==> src/rtl/bus_arbiter_rr.sv <==
// -----------------------------------------------------------------------------
// bus_arbiter_rr
//
// Round-robin arbiter and data mux for a shared PE data bus. Each cycle it
// picks one slave controller with a pending write, pulses that controller's
// grant, and in the same registered cycle drives the bus data, the source PE
// id and a one-hot read strobe to the addressed destination PE.
//
// A PE that has just been granted is held off for HOLDOFF cycles. This covers
// the time its controller needs to refresh valid_to_bus, so a stale request
// cannot be granted twice.
//
// Parameters
//   NUM_PE        number of slave controllers on the bus (>= 2)
//   BUS_ADDR_LEN  PE id width, NUM_PE <= 2**BUS_ADDR_LEN
//   DATA_LEN      bus data width
//   HOLDOFF       cycles a just-granted PE stays ineligible
//
// Ports
//   clk           clock
//   rst           synchronous reset, active-high
//   stall         freezes arbitration for the cycle
//   valid_to_bus  per-PE write request
//   data_to_bus   per-PE data, PE i at [i*DATA_LEN +: DATA_LEN]
//   addr_to_bus   per-PE destination id, PE i at [i*BUS_ADDR_LEN +: BUS_ADDR_LEN]
//   dest_ready    per-PE "can accept a read" (read buffer not full)
//   wr_to_bus     one-hot grant pulse to the source PE
//   rd_from_bus   one-hot read strobe to the destination PE
//   bus_data      data of the granted transfer (held while idle)
//   addr_bus      source PE id of the granted transfer (held while idle)
//   drop_err      pulse: granted destination id is not a real PE
//   xfer_count    transfers granted since reset, wraps
// -----------------------------------------------------------------------------
module bus_arbiter_rr #(
    parameter int NUM_PE       = 8,
    parameter int BUS_ADDR_LEN = 3,
    parameter int DATA_LEN     = 16,
    parameter int HOLDOFF      = 2
) (
    input  logic                           clk,
    input  logic                           rst,
    input  logic                           stall,
    input  logic [NUM_PE-1:0]              valid_to_bus,
    input  logic [NUM_PE*DATA_LEN-1:0]     data_to_bus,
    input  logic [NUM_PE*BUS_ADDR_LEN-1:0] addr_to_bus,
    input  logic [NUM_PE-1:0]              dest_ready,
    output logic [NUM_PE-1:0]              wr_to_bus,
    output logic [NUM_PE-1:0]              rd_from_bus,
    output logic [DATA_LEN-1:0]            bus_data,
    output logic [BUS_ADDR_LEN-1:0]        addr_bus,
    output logic                           drop_err,
    output logic [31:0]                    xfer_count
);

    localparam int PTR_W      = $clog2(NUM_PE);
    localparam int HOLD_W     = (HOLDOFF < 1) ? 1 : $clog2(HOLDOFF + 1);
    localparam int ADDR_SPACE = 1 << BUS_ADDR_LEN;
    localparam logic [HOLD_W-1:0] HOLD_INIT = HOLD_W'(HOLDOFF);
    localparam logic [PTR_W-1:0]  LAST_PE   = PTR_W'(NUM_PE - 1);

    // Arbitration state
    logic [PTR_W-1:0]  ptr;
    logic [HOLD_W-1:0] hold_cnt [NUM_PE];

    // Request qualification
    logic [ADDR_SPACE-1:0] ready_ext;
    logic [NUM_PE-1:0]     eligible;

    // Winner selection
    logic                    found;
    logic [PTR_W-1:0]        win;
    logic [DATA_LEN-1:0]     win_data;
    logic [BUS_ADDR_LEN-1:0] win_dest;

    // Next-state values
    logic                    grant;
    logic                    dest_in_range;
    logic [NUM_PE-1:0]       wr_nxt;
    logic [NUM_PE-1:0]       rd_nxt;
    logic                    drop_nxt;
    logic [PTR_W-1:0]        ptr_nxt;
    logic [HOLD_W-1:0]       hold_nxt [NUM_PE];

    // ---- stage p0: request qualification ----

    // Ids beyond the last real PE read as always-ready, so a request to an
    // out-of-range destination is granted and drained (reported via drop_err)
    // rather than blocking its source forever.
    always_comb begin
        ready_ext               = '1;
        ready_ext[NUM_PE-1:0]   = dest_ready;
    end

    always_comb begin
        eligible = '0;
        for (int i = 0; i < NUM_PE; i++) begin
            eligible[i] = valid_to_bus[i]
                        && (hold_cnt[i] == '0)
                        && ready_ext[addr_to_bus[i*BUS_ADDR_LEN +: BUS_ADDR_LEN]];
        end
    end

    // First eligible PE starting at the pointer, wrapping modulo NUM_PE.
    always_comb begin : search
        int idx;
        found    = 1'b0;
        win      = '0;
        win_data = '0;
        win_dest = '0;
        idx      = 0;
        for (int k = 0; k < NUM_PE; k++) begin
            idx = int'(ptr) + k;
            if (idx >= NUM_PE) begin
                idx = idx - NUM_PE;
            end
            if (!found && eligible[idx]) begin
                found    = 1'b1;
                win      = PTR_W'(idx);
                win_data = data_to_bus[idx*DATA_LEN +: DATA_LEN];
                win_dest = addr_to_bus[idx*BUS_ADDR_LEN +: BUS_ADDR_LEN];
            end
        end
    end

    always_comb begin
        grant         = found && !stall;
        dest_in_range = (int'(win_dest) < NUM_PE);
        wr_nxt        = '0;
        rd_nxt        = '0;
        drop_nxt      = 1'b0;
        ptr_nxt       = ptr;
        if (grant) begin
            wr_nxt[win] = 1'b1;
            for (int j = 0; j < NUM_PE; j++) begin
                if (j == int'(win_dest)) begin
                    rd_nxt[j] = 1'b1;
                end
            end
            drop_nxt = !dest_in_range;
            ptr_nxt  = (win == LAST_PE) ? '0 : win + 1'b1;
        end
    end

    // Holdoff counters keep running during stall; the winner is reloaded.
    always_comb begin
        for (int i = 0; i < NUM_PE; i++) begin
            hold_nxt[i] = (hold_cnt[i] != '0) ? hold_cnt[i] - 1'b1 : '0;
            if (grant && (win == PTR_W'(i))) begin
                hold_nxt[i] = HOLD_INIT;
            end
        end
    end

    // ---- stage p1: registered bus outputs ----

    always_ff @(posedge clk) begin
        if (rst) begin
            ptr         <= '0;
            for (int i = 0; i < NUM_PE; i++) begin
                hold_cnt[i] <= '0;
            end
            wr_to_bus   <= '0;
            rd_from_bus <= '0;
            drop_err    <= 1'b0;
            bus_data    <= '0;
            addr_bus    <= '0;
            xfer_count  <= '0;
        end else begin
            ptr         <= ptr_nxt;
            hold_cnt    <= hold_nxt;
            wr_to_bus   <= wr_nxt;
            rd_from_bus <= rd_nxt;
            drop_err    <= drop_nxt;
            // Data and source id are held while the bus is idle.
            if (grant) begin
                bus_data   <= win_data;
                addr_bus   <= BUS_ADDR_LEN'(win);
                xfer_count <= xfer_count + 32'd1;
            end
        end
    end

endmodule

==> config.mk <==
export PLATFORM = sky130hd
export DESIGN_NAME = bus_arbiter_rr
export DESIGN_NICKNAME = d
export VERILOG_FILES = /design/src/rtl/bus_arbiter_rr.sv
export SDC_FILE = /design/constraint.sdc
export NUM_CORES = 1
export LEC_CHECK = 0
export CORE_MARGIN = 5
export CORE_UTILIZATION = 51
export DETAILED_ROUTE_END_ITERATION = 8
export PLACE_DENSITY = 0.83
export SLEW_MARGIN = 20
export SYNTH_ARGS = -nofsm -noshare
export SYNTH_HDL_FRONTEND = slang
export SYNTH_SLANG_ARGS = --single-unit
==> constraint.sdc <==
create_clock -name clk -period 6.1 [get_ports clk]
set_clock_uncertainty 0.15 [all_clocks]
set_input_delay 0.915 -clock clk [delete_from_list [all_inputs] [get_ports clk]]
set_output_delay 0.915 -clock clk [all_outputs]
set_load 0.005 [all_outputs]
Word-level counts from Yosys, hierarchy flattened
Index checks and enable logic that the tools add are counted.
- flip-flop bits (word level): 86
- input bits: 171
- $add $sub $neg: 25
- multipliers: 8
- $lt $le $gt $ge: 26
- equality and inequality tests: 14
- shifts and indexed selects: 16
- mux-type cells: 107
- bitwise gates (word level): 9
- reductions and logical operators: 68
- operators by type and width (kind ; count):
    $shiftx 128x32->16 ; 8
    $lt 32x5->1 const B ; 8
    $mul 32x3->32 const B ; 8
    $mux 32 ; 8
    $shiftx 24x32->3 ; 8
    $mux 16 ; 8
    $mux 3 ; 17
    $bmux 1 s3 ; 16
    $mux 1 ; 41
    $lt 3x4->1 const B ; 9
    $sub 4x4->5 const B ; 7
    $logic_and 1x1->1 ; 33
    $add 32x1->32 const B ; 1
    $mux 2 ; 16
    $ge 4x4->1 const B ; 7
    $reduce_or 3->1 ; 8
    $add 3x3->4 const B ; 4
    $logic_not 2->1 ; 8
    $reduce_bool 2->1 ; 8
    $sub 2x1->2 const B ; 8
    $eq 3x3->1 const A ; 4
    $eq 3x3->1 const B ; 4
    $not 1->1 ; 9
    $add 3x2->4 const B ; 2
    13 further kinds ; 23

Longest topological paths before layout
- word-level depth: 32
- mapped depth: 24
- gate-level depth less buffers: 16

Worst setup path before layout
Ideal clock, no wire load.
- path type: register to register
- from: reg ptr[0]
- to: reg rd_from_bus[3]
- arrival: 5.591 ns
- slack: 0.243 ns
- cell stages (with the launch flop): 18
- path buffers: 8
- clock period less this slack: 5.857 ns
- path through: dfxtp_1 > clkbuf_1 > clkinv_1 > buf_1 > clkbuf_1 > clkbuf_1 > ha_1 > xor2_1 > clkbuf_1 > clkbuf_1 > clkbuf_1 > ha_1 > ha_1 > buf_1 > mux4_2 > o32a_1 > o22a_1 > and4_1
- word-level cells in the longest chain between the ends: 30
- elaborated cells on any way between the ends: 106
- those cells by class: add/sub (15); mul (8); order compare (8); eq/ne (1); shift (8); mux (49); bitwise (1); reduce/logical (16)
- RTL lines (what ; line ; text):
    start: declaration ; 62 ; logic [PTR_W-1:0] ptr;
    start signal: assignment ; 169 ; ptr <= ptr_nxt;
    branches (longest 30 deep; another with $mul 32x3->32) ; - ;
    end signal: assignment ; 172 ; rd_from_bus <= rd_nxt;
    end: declaration ; 48 ; output logic [NUM_PE-1:0] rd_from_bus,
Several ways; the timed one is not identified. The select of a mux whose other input is x is not followed.
A chain may end at the register's enable or synchronous reset.

Final worst setup path
- from: reg ptr[1]
- to: reg ptr[0]
- word-level cells in the longest chain between the ends: 29
- elaborated cells on any way between the ends: 89
- those cells by class: add/sub (16); order compare (8); eq/ne (1); mux (49); reduce/logical (15)
- RTL lines (what ; line ; text):
    branches (longest 26 deep; another with $sub 4x4->5) ; - ;
    $mux 3 (*) ; 116 ; if (!found && eligible[idx]) begin
    via win[1] ; 71 ; logic [PTR_W-1:0] win;
    $eq 3x3->1 (*) ; 140 ; ptr_nxt = (win == LAST_PE) ? '0 : win + 1'b1;
    $mux 3 (*) ; 140 ;
Mark *: on every way through the listed nets, which the timed path passes. The select of a mux whose other input is x is not followed.

==> impl_metrics.csv <==
group,metric,value,unit
setup_path,cp-start-kind,"register",
synth,synthArstFlopShare,0,%
synth,synthMuxAreaShare,41.6,%
sta,rsz0062_at_grt,"false",
sta,fin_crit_sh,86.9,%
sta,finalMaxSlewViolations,0,
synth,synth-simple-area-share,19.7,%
sta,setup_viol,0,
finish,multiInputGateArea,11700,um^2
pwr,p_per_area,511,nW/um^2
clock_tree,cts_htree_levels,3,
detailed_routing,postRouteAntennaNets,0,
clock_tree,clock_path_buffers,2,
place,hpwl,37.1,mm
sta,max_freq,0.189,GHz
detailed_routing,vias,14492,
die,row_count,60,
sta,period_needed,5.30,ns
clock_tree,clock_latency,0.34,ns
clock_tree,cts_num_sinks,86,
synth,synth-xor-area-share,2.11,%
global_routing,grt_max_degree,186,
global_routing,grt_antenna_before_repair,2,
finish,drive_gt1_share,19.1,%
global_routing,track_usage,30.8,%
sta,worstMarginPinSlew,1.19,ns
finish,regArea,1730,um^2
clock_tree,postCtsHoldBufs,0,
finish,postLayoutCoreUtil,62.8,%
synth,netlist_instances,1564,
clock_tree,cts_resized,0,
detailed_routing,wl_per_cell,23.9,um
synth,synth_edf_count,0,
detailed_routing,drt-total-wl,49.8,mm
die,core,27100,um^2
synth,synth_compound_area_share,14.3,%
setup_path,crit_fanout,41,
flow_run,drv_cap,0,
outcome,status,"finished clean",
place,io_buffers,237,
clock_tree,clock-root-buffer,"clkbuf_16",
clock_tree,path_clk_slew,0.07,ns
synth,synth_common_cells,"229 x nand2_1, 169 x mux4_2, 133 x mux2i_1",
sta,hold_viol,0,
synth,ys_warn_count,0,
synth,synthAdderAreaFrac,4.45,%
min_path,min_path_type,"reg2reg",
global_routing,grt_overflow,0,
detailed_routing,vias_per_cell,6.95,
pwr,p_leak,6.16,nW
setup_path,end_kind,"register",
clock_tree,cts_tree,"built",
synth,synth.avg_cell_area,9.02,um^2
synth,ys_ff_latch,86,
finish,area_delta_synth_final,20.6,%
synth,yosys-top-cells-area,"mux4_2 27%, dfxtp_1 12%, mux2i_1 9.4%",
setup_path,path_class,"reg2reg",
setup_path,rrSetupSlack,0.80,ns
finish,n_fill_cell,2221,
global_routing,grt_pass1_vias,13714,
sta,setup_tns,0,ns
detailed_routing,drt_iter0_drc,2019,
die,chipHeight,176,um
die,start_util,52.1,%
die,die_x,176,um
sta,max_slew_margin,20.7,%
die,io_pins,239,
clock_tree,cts_setup_buffers,0,
clock_tree,cts_buffers,9,
synth,yosys.area.top_type,"mux4_2",
global_routing,grt_pass1_wl,77.3,mm
synth,synth-main-ff-cell,"dfxtp_1",
synth,synth_top_family_by_area,"multiplexers",
synth,synth_cell_types,77,
detailed_routing,drc,0,
synth,synth_top_area_share,27.0,%
synth,syn_area,14100,um^2
finish,fin_nets,1925,
sta,holdWs,0.307,ns
setup_path,cp.required,6.20,ns
pwr,totalPowerFinal,8.70,mW
detailed_routing,drtPass1Iterations,6,
place,place.gp.congestion,1.01,
pwr,peakVddDrop,0.269,mV
synth,yosysSeqAreaShare,12.2,%
die,die_area,31100,um^2
setup_path,cp.arrival,5.40,ns
synth,yosysMostFrequentCell,"nand2_1",
==> area by class of cell <==
type                       count  share of cell area [%]
tap                          372                    2.73
multi-input combinational   1303                    68.8
antenna                        2                  0.0294
clock buffer                   9                    1.32
sequential                    86                    10.2
clock inverter                 7                   0.470
inverter                      31                   0.684
timing repair buffer         274                    15.8
==> cell families (layout without fill, tap and decap cells) <==
family,count (synthesis),in the layout
multiplexers,366,366
flip-flops,86,86
other,2,10
AO/OA/AOI/OAI,294,294
adder cells (fa/ha/maj),49,49
AND/OR/NAND/NOR,552,552
XOR/XNOR,34,34
buffers and inverters,181,321
==> layout by cell type (no fill, tap or decap), types with 16 or more instances in the layout <==
master	count
nand4_1	22
a21oi_1	59
o22ai_1	23
mux4_2	169
o21ai_0	34
dfxtp_1	83
and2_1	16
a211oi_1	22
ha_1	46
nor4_1	18
xor2_1	16
nor2_1	112
o211ai_1	24
buf_4	34
clkdlybuf4s50_1	236
a22oi_1	42
inv_1	29
a221oi_1	18
mux2_2	59
xnor2_1	16
nand2_1	229
nor3_1	22
nand3_1	38
mux2i_1	133
==> sequential cells by signal (all words and copies together) (netlist names) <==
signal	count
xfer_count	32
bus_data	16
hold_cnt	16
rd_from_bus	8
wr_to_bus	8
addr_bus	3
ptr	3
==> critical path, cell delays in order, from the launching register on <==
cell      delay [ns]
dfxtp_4         0.55
buf_4           0.41
ha_1            0.55
xor2_4          0.25
buf_4           0.51
o221ai_1        0.18
nand4_1         0.29
nor2b_1         0.50
nand3_1         0.25
mux2_2          0.32
a31oi_1         0.32
inv_1           0.11
ha_1            0.22
ha_1            0.22
nor2_1          0.10
o21ai_0         0.09
a21oi_1         0.14
==> final timing paths <==
kind                                         startpoint                 endpoint  cells past startpoint
worst min-delay path            hold_cnt[15]$_SDFF_PP0_  hold_cnt[14]$_SDFF_PP0_                      2
worst max register to register      ptr[1]$_SDFFE_PP0P_      ptr[0]$_SDFFE_PP0P_                     16
worst min register to register  hold_cnt[15]$_SDFF_PP0_  hold_cnt[14]$_SDFF_PP0_                      2
worst max-delay path                ptr[1]$_SDFFE_PP0P_      ptr[0]$_SDFFE_PP0P_                     16
==> where the power goes <==
group | total [mW] | switching [mW] | leakage, nW | internal [mW]
Clock | 0.567 | 0.243 | 0.148 | 0.323
Sequential | 0.830 | 0.131 | 0.701 | 0.699
Combinational | 7.30 | 4.13 | 5.31 | 3.17
Total | 8.70 | 4.51 | 6.16 | 4.19
==> routing by layer <==
| layer | global-route usage, % | part of all wire, % | up-vias | wire [um] |
|---|---|---|---|---|
| met3 | 5.80 | 12 | 174 | 5870 |
| met2 | 49.4 | 46 | 1038 | 23100 |
| met4 | 11.8 | 4.4 | 0 | 2180 |
| met5 | 0 | 0 | - | 0 |
| li1 | - | - | 6325 | - |
| met1 | 41.5 | 37 | 6955 | 18600 |
==> stage by stage <==
| stage | setup WS (ns) | instance area, um^2 | instances |
|---|---|---|---|
| floorplan | 0.243 | 14100 | 1570 |
| global placement | 0.676 | 16700 | 2065 |
| detailed placement | 0.595 | 16700 | 2065 |
| CTS | 0.922 | 17000 | 2081 |
| global route | 0.526 | 17000 | 2084 |
| finish | 0.801 | 17000 | 2084 |
Note: power is estimated with default switching activity, not from simulation.
